[config.mk]
export PLATFORM = sky130hd
export DESIGN_NAME = marquee_msg_loader
export DESIGN_NICKNAME = d
export VERILOG_FILES = /design/src/rtl/marquee_msg_loader.sv
export SDC_FILE = /design/constraint.sdc
export NUM_CORES = 1
export LEC_CHECK = 0
export BUFFER_PORTS_ARGS = -buffer_cell sky130_fd_sc_hd__buf_2
export CORE_UTILIZATION = 40
export CTS_CLUSTER_SIZE = 16
export DETAILED_ROUTE_END_ITERATION = 8
export SETUP_SLACK_MARGIN = 0.15
export SKIP_LAST_GASP = 1
export SYNTH_ARGS = -nofsm -noshare
export SYNTH_HDL_FRONTEND = slang
export SYNTH_SLANG_ARGS = --single-unit
[constraint.sdc]
create_clock -name CLK -period 2.1 [get_ports CLK]
set_input_delay 0.42 -clock CLK [delete_from_list [all_inputs] [get_ports CLK]]
set_output_delay 0.42 -clock CLK [all_outputs]
set_load 0.02 [all_outputs]
[src/rtl/marquee_msg_loader.sv]
// Marquee message loader: takes ASCII bytes over valid/ready, encodes them to
// active-low 7-seg patterns and commits a full frame to the scroller.
module marquee_msg_loader #(
    parameter int         NCHAR = 8,
    parameter logic [6:0] BLANK = 7'h7F
) (
    input  logic                 CLK,
    input  logic                 RST,
    input  logic                 CH_VALID,
    output logic                 CH_READY,
    input  logic [7:0]           CH_DATA,
    input  logic                 CH_LAST,
    output logic [7*NCHAR-1:0]   WORDS,
    output logic                 WORDS_LOAD,
    output logic                 TRUNC
);

    localparam int W  = 7 * NCHAR;
    localparam int IW = $clog2(NCHAR + 1);

    typedef enum logic {
        S_FILL,
        S_COMMIT
    } state_t;

    state_t          state_q, state_d;
    logic [IW-1:0]   idx_q, idx_d;
    logic [W-1:0]    shadow_q, shadow_d;
    logic [W-1:0]    words_q, words_d;
    logic            load_q, load_d;
    logic            trunc_q, trunc_d;
    logic            pend_q, pend_d;
    logic            accept;
    logic [6:0]      seg;

    function automatic logic [6:0] enc(input logic [7:0] c);
        logic [7:0] u;
        u = (c >= 8'h61 && c <= 8'h7A) ? c - 8'h20 : c;
        case (u)
            "0": enc = 7'h40;
            "1": enc = 7'h79;
            "2": enc = 7'h24;
            "3": enc = 7'h30;
            "4": enc = 7'h19;
            "5": enc = 7'h12;
            "6": enc = 7'h02;
            "7": enc = 7'h78;
            "8": enc = 7'h00;
            "9": enc = 7'h10;
            "A": enc = 7'h08;
            "B": enc = 7'h03;
            "C": enc = 7'h46;
            "D": enc = 7'h21;
            "E": enc = 7'h06;
            "F": enc = 7'h0E;
            "G": enc = 7'h42;
            "H": enc = 7'h09;
            "I": enc = 7'h79;
            "J": enc = 7'h61;
            "L": enc = 7'h47;
            "N": enc = 7'h2B;
            "O": enc = 7'h23;
            "P": enc = 7'h0C;
            "Q": enc = 7'h18;
            "R": enc = 7'h2F;
            "S": enc = 7'h12;
            "T": enc = 7'h07;
            "U": enc = 7'h41;
            "Y": enc = 7'h11;
            "Z": enc = 7'h24;
            "-": enc = 7'h3F;
            "_": enc = 7'h77;
            default: enc = BLANK;
        endcase
    endfunction

    assign seg        = enc(CH_DATA);
    assign CH_READY   = (state_q == S_FILL) && !RST;
    assign accept     = CH_VALID && CH_READY;
    assign WORDS      = words_q;
    assign WORDS_LOAD = load_q;
    assign TRUNC      = trunc_q;

    always_comb begin
        state_d  = state_q;
        idx_d    = idx_q;
        shadow_d = shadow_q;
        words_d  = words_q;
        load_d   = 1'b0;
        trunc_d  = trunc_q;
        pend_d   = pend_q;
        case (state_q)
            S_FILL: begin
                if (accept) begin
                    // Bytes past the last slot are dropped but remembered.
                    if (idx_q < IW'(NCHAR)) begin
                        for (int i = 0; i < NCHAR; i++) begin
                            if (idx_q == IW'(i)) begin
                                shadow_d[W-1-7*i -: 7] = seg;
                            end
                        end
                        idx_d = idx_q + 1'b1;
                    end else begin
                        pend_d = 1'b1;
                    end
                    if (CH_LAST) begin
                        state_d = S_COMMIT;
                    end
                end
            end
            S_COMMIT: begin
                words_d  = shadow_q;
                load_d   = 1'b1;
                trunc_d  = pend_q;
                shadow_d = {NCHAR{BLANK}};
                idx_d    = '0;
                pend_d   = 1'b0;
                state_d  = S_FILL;
            end
            default: state_d = S_FILL;
        endcase
    end

    always_ff @(posedge CLK) begin
        if (RST) begin
            state_q  <= S_FILL;
            idx_q    <= '0;
            shadow_q <= {NCHAR{BLANK}};
            words_q  <= {NCHAR{BLANK}};
            load_q   <= 1'b0;
            trunc_q  <= 1'b0;
            pend_q   <= 1'b0;
        end else begin
            state_q  <= state_d;
            idx_q    <= idx_d;
            shadow_q <= shadow_d;
            words_q  <= words_d;
            load_q   <= load_d;
            trunc_q  <= trunc_d;
            pend_q   <= pend_d;
        end
    end

endmodule
==> results.yml, run 1 <==
sta:
  setup_slack_ns: 0.243
  setup_viol: 0
  max_freq_mhz: 539
  hold_viol: 0
  rsz0062_at_grt: "no"
  final-max-slew-violation-count: 0
  slew_headroom_pct: 54.4
  fin_tns_setup_ns: 0
  tightest_slew_ns: 0.680
  period_share_pct: 88.4
  skew_ns: 0.0113
  fin_crit_ns: 1.86
detailed_routing:
  drt-vias-per-instance: 5.14
  firstDrtPassIters: 5
  vias: 4355
  antenna_left: 0
  dr.first_iter.drc_count: 225
  wirelength_mm: 13.0
  drc: 0
  wl_per_cell_um: 15.3
yosys:
  ys.flop_type: "dfxtp_1"
  ys_types: 57
  post-synth-top-area-cell: "dfxtp_1"
  ys_seq_area_share_pct: 46.9
  ys_ff_latch: 120
  ys.warnings.count: 0
  synth_nets: 576
  synthArstFlopShare_pct: 0
  netlist.area_leader.share_pct: 46.9
  syn_avg_cell_area_um2: 9.29
  syn-cell-area_um2: 5120
  synth_commonest_cells: "dfxtp_1, nor2_1, a21oi_1"
  synth-edff-count: 0
  yosys-top-cells-area: "dfxtp_1, a211o_1, a21oi_1, nor2_1, nor2b_1"
  syn_inst: 551
  yosysMostFrequentCell: "dfxtp_1"
place:
  hpwlAfterDp_mm: 9.07
  portBuffers: 70
  placedCellCount: 817
  gp_congestion: 0.823
  post-place-ws_ns: -0.160
setup_path:
  crit_path_end_kind: "flop"
  worstPathCellList: "buf_2, inv_1, ha_1, nor2b_2, a21oi_1, mux4_2, o21ai_4, buf_4, a21oi_1"
  r2r_start: "idx_q[2]$_SDFFE_PP0P_"
  crit_path_start_kind: "primary input"
  cp.required_ns: 2.37
  critPathMostFrequentCell: "a21oi_1"
  path_max_fanout: 5
  r2r_slack_ns: 0.34
  critPathArrivalTime_ns: 2.13
  crit_path_max_incr_delay_ns: 0.50
  critPathKind: "in2reg"
  crit_start: "CH_DATA[0]"
  cp_slowest_cell: "mux4_2"
power_and_ir_drop:
  internal_power_w: 0.00481
  seqPwrFrac_pct: 38.2
  power.total_w: 0.00626
  power.switching_w: 0.00146
  peakVddDrop_uv: 510
  clkPwrFrac_pct: 50.5
  powerDensity_nw_per_um2: 939
  leakage_nw: 2.63
  comb_power_share_pct: 11.3
  switching_share_pct: 23.3
cts:
  insertion_delay_ns: 0.40
  cts.clk_slew.worst_paths_ns: 0.05
  cts_tree: "done"
  cts_root_buf: "clkbuf_16"
  cts_setup_buffers: 0
  cts.path.max_buffers: 2
  hold_buffers: 0
  htree_num_levels: 4
  cts_buffers: 17
  cts.sinks: 120
global_routing:
  antenna_found_initial: 0
  grt_max_degree: 65
  grt-ovfl-total: 0
  first_global_vias: 4330
  grt_use_total_pct: 20.5
  grt_pass1_wl_mm: 21.0
floorplanning:
  core-area_um2: 12300
  fp.dieH_um: 115
  io_pins: 71
  die_w_um: 115
  die-area_um2: 13300
  start_util_pct: 41.8
  rows: 40
finish:
  area_growth_pct: 30.2
  fin_nets: 693
  diodes: 0
  final_cells: 848
  drive_gt1_share_pct: 26.9
worst_hold_path:
  worstHoldStart: "CH_LAST"
  holdCritPathClass: "in2reg"
run:
  timing.max_cap.violations: 0
outcome:
  outcome: "finished, final reports clean"
-- placed cells by master, fill, tap and decap left out, types with 8 or more instances in the layout --
cell type / count
dfxtp_1: 119
nor2_1: 85
buf_2: 70
a21oi_1: 66
a211o_1: 57
buf_4: 55
nor2b_1: 41
and2_1: 23
nand2_1: 22
clkbuf_16: 17
ha_1: 13
inv_1: 9
a21o_1: 8
o21ai_0: 8
-- repair_timing --
item,CTS,global route
setup endpoints to repair,1,1
gates resized for setup,1,2
pin swaps,0,0
-- final timing paths --
path	end	cells past startpoint
hold / removal	state_q$_SDFF_PN0_	2
setup reg to reg	shadow_q[28]$_SDFFE_PP1P_	5
hold reg to reg	WORDS[33]$_SDFFE_PP1P_	1
setup / recovery	shadow_q[52]$_SDFFE_PP1P_	9
-- cell families (layout without fill, tap and decap cells) --
group                    Yosys count  after routing  share of synthesized area (%)
flip-flops                       120            120                           46.9
adder cells (fa/ha/maj)           13             13                           3.18
multiplexers                       9              9                           2.54
AND/OR/NAND/NOR                  198            198                           19.3
AO/OA/AOI/OAI                    169            169                           24.4
buffers and inverters             40            169                           3.30
XOR/XNOR                           2              2                          0.342
-- through the flow --
step / hold slack (ns) / util (%) / area [um2]
floorplan: 0.436 / - / 5120
global placement: 0.446 / 49.0 / 6010
detailed placement: 0.449 / 49.0 / 6010
CTS: 0.282 / 54.3 / 6660
finish: 0.298 / 54.4 / 6670
global route: 0.295 / 54.4 / 6670
-- sequential cells by signal, summed over array words and instances (netlist names) --
register and cells:
state_q 1, TRUNC 1, WORDS 56, shadow_q 56, idx_q 4, WORDS_LOAD 1, pend_q 1
-- power groups by stage --
stage / clock (W) / sequential [W] / combinational (W)
floorplan: 0 / 0.00250 / 0.000369
global placement: 0 / 0.00244 / 0.000703
detailed placement: 0 / 0.00244 / 0.000706
CTS: 0.00320 / 0.00239 / 0.000711
global route: 0.00332 / 0.00240 / 0.000772
finish: 0.00316 / 0.00239 / 0.000710
-- cell type report --
type | count | area [um2]
clock inverters | 12 | 198
repair buffers | 127 | 803
flip-flops and latches | 120 | 2400
fillers | 1109 | 5600
clock buffers | 19 | 453
multi-input cells | 391 | 2550
inverters | 11 | 43.8
well taps | 168 | 210
-- metal layers --
layer | track usage (%) | share of wire (%) | routed length [um] | up-vias
li1 | - | - | - | 2177
met1 | 25.8 | 47 | 6050 | 2048
met2 | 34.4 | 48 | 6210 | 111
met3 | 3.95 | 3.4 | 443 | 19
met4 | 8.74 | 2.0 | 263 | 0
met5 | 0 | 0 | 0 | -
-- worst max-delay path: cells and delay by family --
family,cells,cell delay (ns)
mux,1,0.50
simple gates,1,0.22
compound gates,3,0.28
fa+ha+maj,1,0.34
buf+inv,3,0.35
Note: power is estimated with default switching activity, not from simulation.
==> inputs of run 2 (changes only) <==
--- a/config.mk
+++ b/config.mk
@@ -6,9 +6,10 @@
 export NUM_CORES = 1
 export LEC_CHECK = 0
 export BUFFER_PORTS_ARGS = -buffer_cell sky130_fd_sc_hd__buf_2
-export CORE_UTILIZATION = 40
+export CORE_UTILIZATION = 45
 export CTS_CLUSTER_SIZE = 16
 export DETAILED_ROUTE_END_ITERATION = 8
+export PLACE_DENSITY = 0.67
 export SETUP_SLACK_MARGIN = 0.15
 export SKIP_LAST_GASP = 1
 export SYNTH_ARGS = -nofsm -noshare
==> results.yml, run 2 (synthesized netlist as in run 1, its figures left out) <==
detailed_routing:
  drt-vias-per-instance: 5.33
  drc: 0
  wirelength_mm: 13.0
  firstDrtPassIters: 4
  wl_per_cell_um: 15.9
  antenna_left: 0
  dr.first_iter.drc_count: 255
  vias: 4345
setup_path:
  critPathKind: "in2reg"
  cp_top_family: "compound AO/OA/AOI/OAI gates"
  r2r_slack_ns: 0.29
  worstPathCellList: "buf_2, inv_1, ha_1, nor2b_1, a32o_1, a211o_4, o21ai_4, a21oi_1"
  rr_worst_depth: 5
  crit_path_max_incr_delay_ns: 0.36
  crit_buf_inv: 2
  cp.required_ns: 2.38
  r2r_start: "idx_q[2]$_SDFFE_PP0P_"
  crit_path_end_kind: "flop"
  crit_path_start_kind: "primary input"
  r2r_end: "shadow_q[30]$_SDFFE_PP1P_"
  critPathArrivalTime_ns: 2.18
  path_max_fanout: 8
  cp_slowest_cell: "ha_1"
place:
  place_area_um2: 5950
  placedCellCount: 785
  portBuffers: 70
  gp_congestion: 0.825
  hpwlAfterDp_mm: 9.10
finish:
  diodes: 0
  drive_gt1_share_pct: 26.1
  final_cell_mix: "dfxtp_1, nor2_1, buf_2"
  area_growth_pct: 27.6
  fin_area_um2: 6540
  final_common_cell: "dfxtp_1"
  utilization_pct: 59.5
  final_cells: 815
  fin_nets: 689
global_routing:
  grt_pass1_wl_mm: 21.1
  grt_use_total_pct: 23.3
  grt-ovfl-total: 0
  antenna_found_initial: 0
  grt_max_degree: 69
  first_global_vias: 4332
worst_hold_path:
  whs_endpoint: "state_q$_SDFF_PN0_"
  hold_path_depth: 2
  holdCritPathClass: "in2reg"
  worstHoldStart: "CH_LAST"
sta:
  fin_crit_ns: 1.90
  fin_tns_setup_ns: 0
  hold_ws_ns: 0.303
  slew_headroom_pct: 58.0
  tightest_slew_ns: 0.629
  skew_ns: 0.00848
  rsz0062_at_grt: "yes"
  period_share_pct: 90.3
  hold_viol: 0
  max_freq_mhz: 527
  final-max-slew-violation-count: 0
  setup_viol: 0
cts:
  cts_tree: "done"
  cts_root_buf: "clkbuf_16"
  cts.clk_slew.worst_paths_ns: 0.05
  hold_buffers: 0
  cts_buffers: 17
  insertion_delay_ns: 0.41
  cts.sinks: 120
  cts.path.max_buffers: 2
  htree_num_levels: 4
floorplanning:
  die-area_um2: 11800
  start_util_pct: 46.6
  fp.dieH_um: 109
  io_pins: 71
  core-area_um2: 11000
  die_w_um: 109
  rows: 38
outcome:
  outcome: "finished, final reports clean"
power_and_ir_drop:
  power.switching_w: 0.00143
  switching_share_pct: 24.1
  peakVddDrop_uv: 690
  clkPwrFrac_pct: 47.9
  powerDensity_nw_per_um2: 910
  comb_power_share_pct: 11.9
  seqPwrFrac_pct: 40.2
  leakage_nw: 2.58
  internal_power_w: 0.00451
run:
  timing.max_cap.violations: 0
run 2: layout make-up:
type,count,area (um2)
flip-flops and latches,120,2400
multi-input cells,391,2560
inverters,11,42.5
well taps,140,175
clock inverters,9,126
clock buffers,21,450
fillers,969,4450
repair buffers,123,773
run 2: stage by stage:
step / power [W] / worst slack [ns]
final: 0.00595 / 0.203
after CTS: 0.00597 / 0.206
after floorplan: 0.00287 / 0.150
after global routing: 0.00614 / 0.115
after global placement: 0.00313 / -0.128
after detailed placement: 0.00314 / -0.206
run 2: power by group through the flow:
| stage | registers (W) | clock network [W] | logic [W] |
|---|---|---|---|
| 2_1_floorplan | 0.00250 | 0 | 0.000369 |
| 3_3_place_gp | 0.00243 | 0 | 0.000695 |
| 3_5_place_dp | 0.00244 | 0 | 0.000702 |
| 4_1_cts | 0.00239 | 0.00287 | 0.000708 |
| 5_1_grt | 0.00240 | 0.00297 | 0.000771 |
| 6_report | 0.00239 | 0.00285 | 0.000708 |
run 2: how the worst max path moves through the flow:
| stage | to | cells past startpoint | startpoint |
|---|---|---|---|
| finish | shadow_q[9]$_SDFFE_PP1P_ | 8 | CH_DATA[1] |
| global placement | shadow_q[41]$_SDFFE_PP1P_ | 9 | CH_DATA[1] |
| global route | shadow_q[13]$_SDFFE_PP1P_ | 10 | CH_DATA[1] |
| detailed placement | shadow_q[9]$_SDFFE_PP1P_ | 8 | CH_DATA[1] |
| floorplan | shadow_q[17]$_SDFFE_PP1P_ | 7 | CH_DATA[1] |
| CTS | CH_READY | 3 | state_q$_SDFF_PN0_ |
run 2: metal layers:
metal | global-route usage (%) | share of wire [%] | routed length, um
met3 | 5.20 | 4.6 | 601
met1 | 28.8 | 44 | 5730
met4 | 8.20 | 2.0 | 259
met5 | 0 | 0 | 0
met2 | 39.9 | 49 | 6370
run 2: timing repair:
item,CTS,global route
pin swaps,0,0
resized for setup,1,2
setup endpoints to repair,1,24
setup buffers,0,0
==> inputs of run 3 (changes only) <==
==> constraint.sdc (replaced) <==
create_clock -name CLK -period 2.1 [get_ports CLK]
set_input_delay 0 -clock CLK [delete_from_list [all_inputs] [get_ports CLK]]
set_output_delay 0 -clock CLK [all_outputs]
set_load 0.02 [all_outputs]
==> results.yml, run 3 (synthesized netlist as in run 1, its figures left out) <==
outcome:
  outcome: "finished, final reports clean"
sta:
  fin_crit_ns: 1.83
  setup_viol: 0
  setup_slack_ns: 0.271
  final-max-slew-violation-count: 0
  slew_headroom_pct: 60.1
  skew_ns: 0.00647
  tightest_slew_ns: 0.598
  period_share_pct: 87.1
  rsz0062_at_grt: "no"
  max_freq_mhz: 547
  hold_viol: 0
  fin_tns_setup_ns: 0
worst_hold_path:
  holdCritPathClass: "in2reg"
power_and_ir_drop:
  internal_power_w: 0.00441
  clkPwrFrac_pct: 47.9
  powerDensity_nw_per_um2: 920
  power.total_w: 0.00586
  comb_power_share_pct: 11.3
  power.switching_w: 0.00145
  seqPwrFrac_pct: 40.8
  leakage_nw: 2.45
  switching_share_pct: 24.7
  peakVddDrop_uv: 785
setup_path:
  cp_slowest_cell: "or4_1"
  critPathKind: "reg2reg"
  critPathArrivalTime_ns: 2.11
  cp_top_family: "simple AND/OR/NAND/NOR gates"
  crit_path_start_kind: "flop"
  crit_buf_inv: 0
  crit_path_max_incr_delay_ns: 0.48
  crit_path_end_kind: "flop"
  cp.required_ns: 2.38
  worstPathCellList: "ha_1, nand3_1, or4_1, nor2_1, a21oi_1"
  path_max_fanout: 5
floorplanning:
  start_util_pct: 46.6
  fp.dieH_um: 109
  die-area_um2: 11800
  die_w_um: 109
  rows: 38
  io_pins: 71
  core-area_um2: 11000
finish:
  final_cell_mix: "dfxtp_1, nor2_1, buf_2"
  final_common_cell: "dfxtp_1"
  fin_nets: 666
  diodes: 0
  fin_area_um2: 6370
  area_growth_pct: 24.3
  drive_gt1_share_pct: 22.5
detailed_routing:
  wl_per_cell_um: 15.5
  drt-vias-per-instance: 5.30
  firstDrtPassIters: 4
  wirelength_mm: 12.3
  vias: 4202
  dr.first_iter.drc_count: 273
  antenna_left: 0
  drc: 0
place:
  gp_congestion: 0.808
  hpwlAfterDp_mm: 8.41
  portBuffers: 70
  place_area_um2: 5730
  post-place-ws_ns: 0.153
global_routing:
  grt_pass1_wl_mm: 19.6
  grt-ovfl-total: 0
  first_global_vias: 3974
  antenna_found_initial: 0
  grt_max_degree: 48
  grt_use_total_pct: 22.0
run:
  timing.max_cap.violations: 0
cts:
  cts_root_buf: "clkbuf_16"
  insertion_delay_ns: 0.40
  cts_buffers: 17
  htree_num_levels: 4
  cts.clk_slew.worst_paths_ns: 0.06
  cts.path.max_buffers: 2
  cts.sinks: 120
  cts_tree: "done"
run 3: cell types whose count changed in the layout (fill, tap and decap cells not counted), sizes merged:
cell / change
buf: -29
bufinv: -1
clkbuf: -1
clkinv: -1
clkinvlp: +4
dlygate4sd3: +6
run 3: per-layer routing:
metal	up-vias	routed length, um	GRT usage [%]
li1	2119	-	-
met5	-	0	0
met3	21	503	6.16
met2	103	5840	35.3
met1	1959	5670	27.4
met4	0	291	9.94
run 3: final cells by class:
cell class              instances  area (um2)
fillers                       981        4620
multi-input cells             391        2550
flip-flops and latches        120        2400
repair buffers                100         616
clock buffers                  20         457
well taps                     140         175
clock inverters                11         125
inverters                      11        41.3
run 3: path summary, 6_finish.rpt:
| kind | end | from | depth (start not counted) | slack [ns] |
|---|---|---|---|---|
| worst max-delay path | shadow_q[0]$_SDFFE_PP1P_ | idx_q[0]$_SDFFE_PP0P_ | 5 | 0.27 |
| worst min-delay path | shadow_q[6]$_SDFFE_PP1P_ | CH_DATA[5] | 3 | 0.05 |
| worst max register to register | shadow_q[0]$_SDFFE_PP1P_ | idx_q[0]$_SDFFE_PP0P_ | 5 | 0.27 |
| worst min register to register | WORDS[30]$_SDFFE_PP1P_ | WORDS[30]$_SDFFE_PP1P_ | 1 | 0.46 |
run 3: worst reg2reg max path, delay by kind of cell (launching register included):
family	cells	cell delay [ns]
AND/OR/NAND/NOR	3	0.92
flip-flops	1	0.43
adder cells (fa/ha/maj)	1	0.23
AO/OA/AOI/OAI	1	0.13
run 3: what timing repair did:
action	in CTS	in global routing
gates resized for setup	0	0
hold buffers	6	0
hold endpoints to repair	7	0
endpoints found under the setup margin	0	0
buffers inserted	0	0
run 3: stage by stage:
step	hold slack (ns)	utilization, %	std cells
3_5_place_dp	0.270	52.1	756
5_1_grt	0.0514	58.0	793
4_1_cts	0.0298	58.0	793
6_report	0.0472	58.0	793
3_3_place_gp	0.265	52.1	756
2_1_floorplan	0.142	-	551
run 3: power groups by stage:
| stage | logic, W | registers [W] | clock network, W |
|---|---|---|---|
| floorplan | 0.000368 | 0.00250 | 0 |
| global placement | 0.000646 | 0.00243 | 0 |
| detailed placement | 0.000655 | 0.00244 | 0 |
| CTS | 0.000665 | 0.00239 | 0.00285 |
| global route | 0.000720 | 0.00240 | 0.00296 |
| finish | 0.000664 | 0.00239 | 0.00281 |
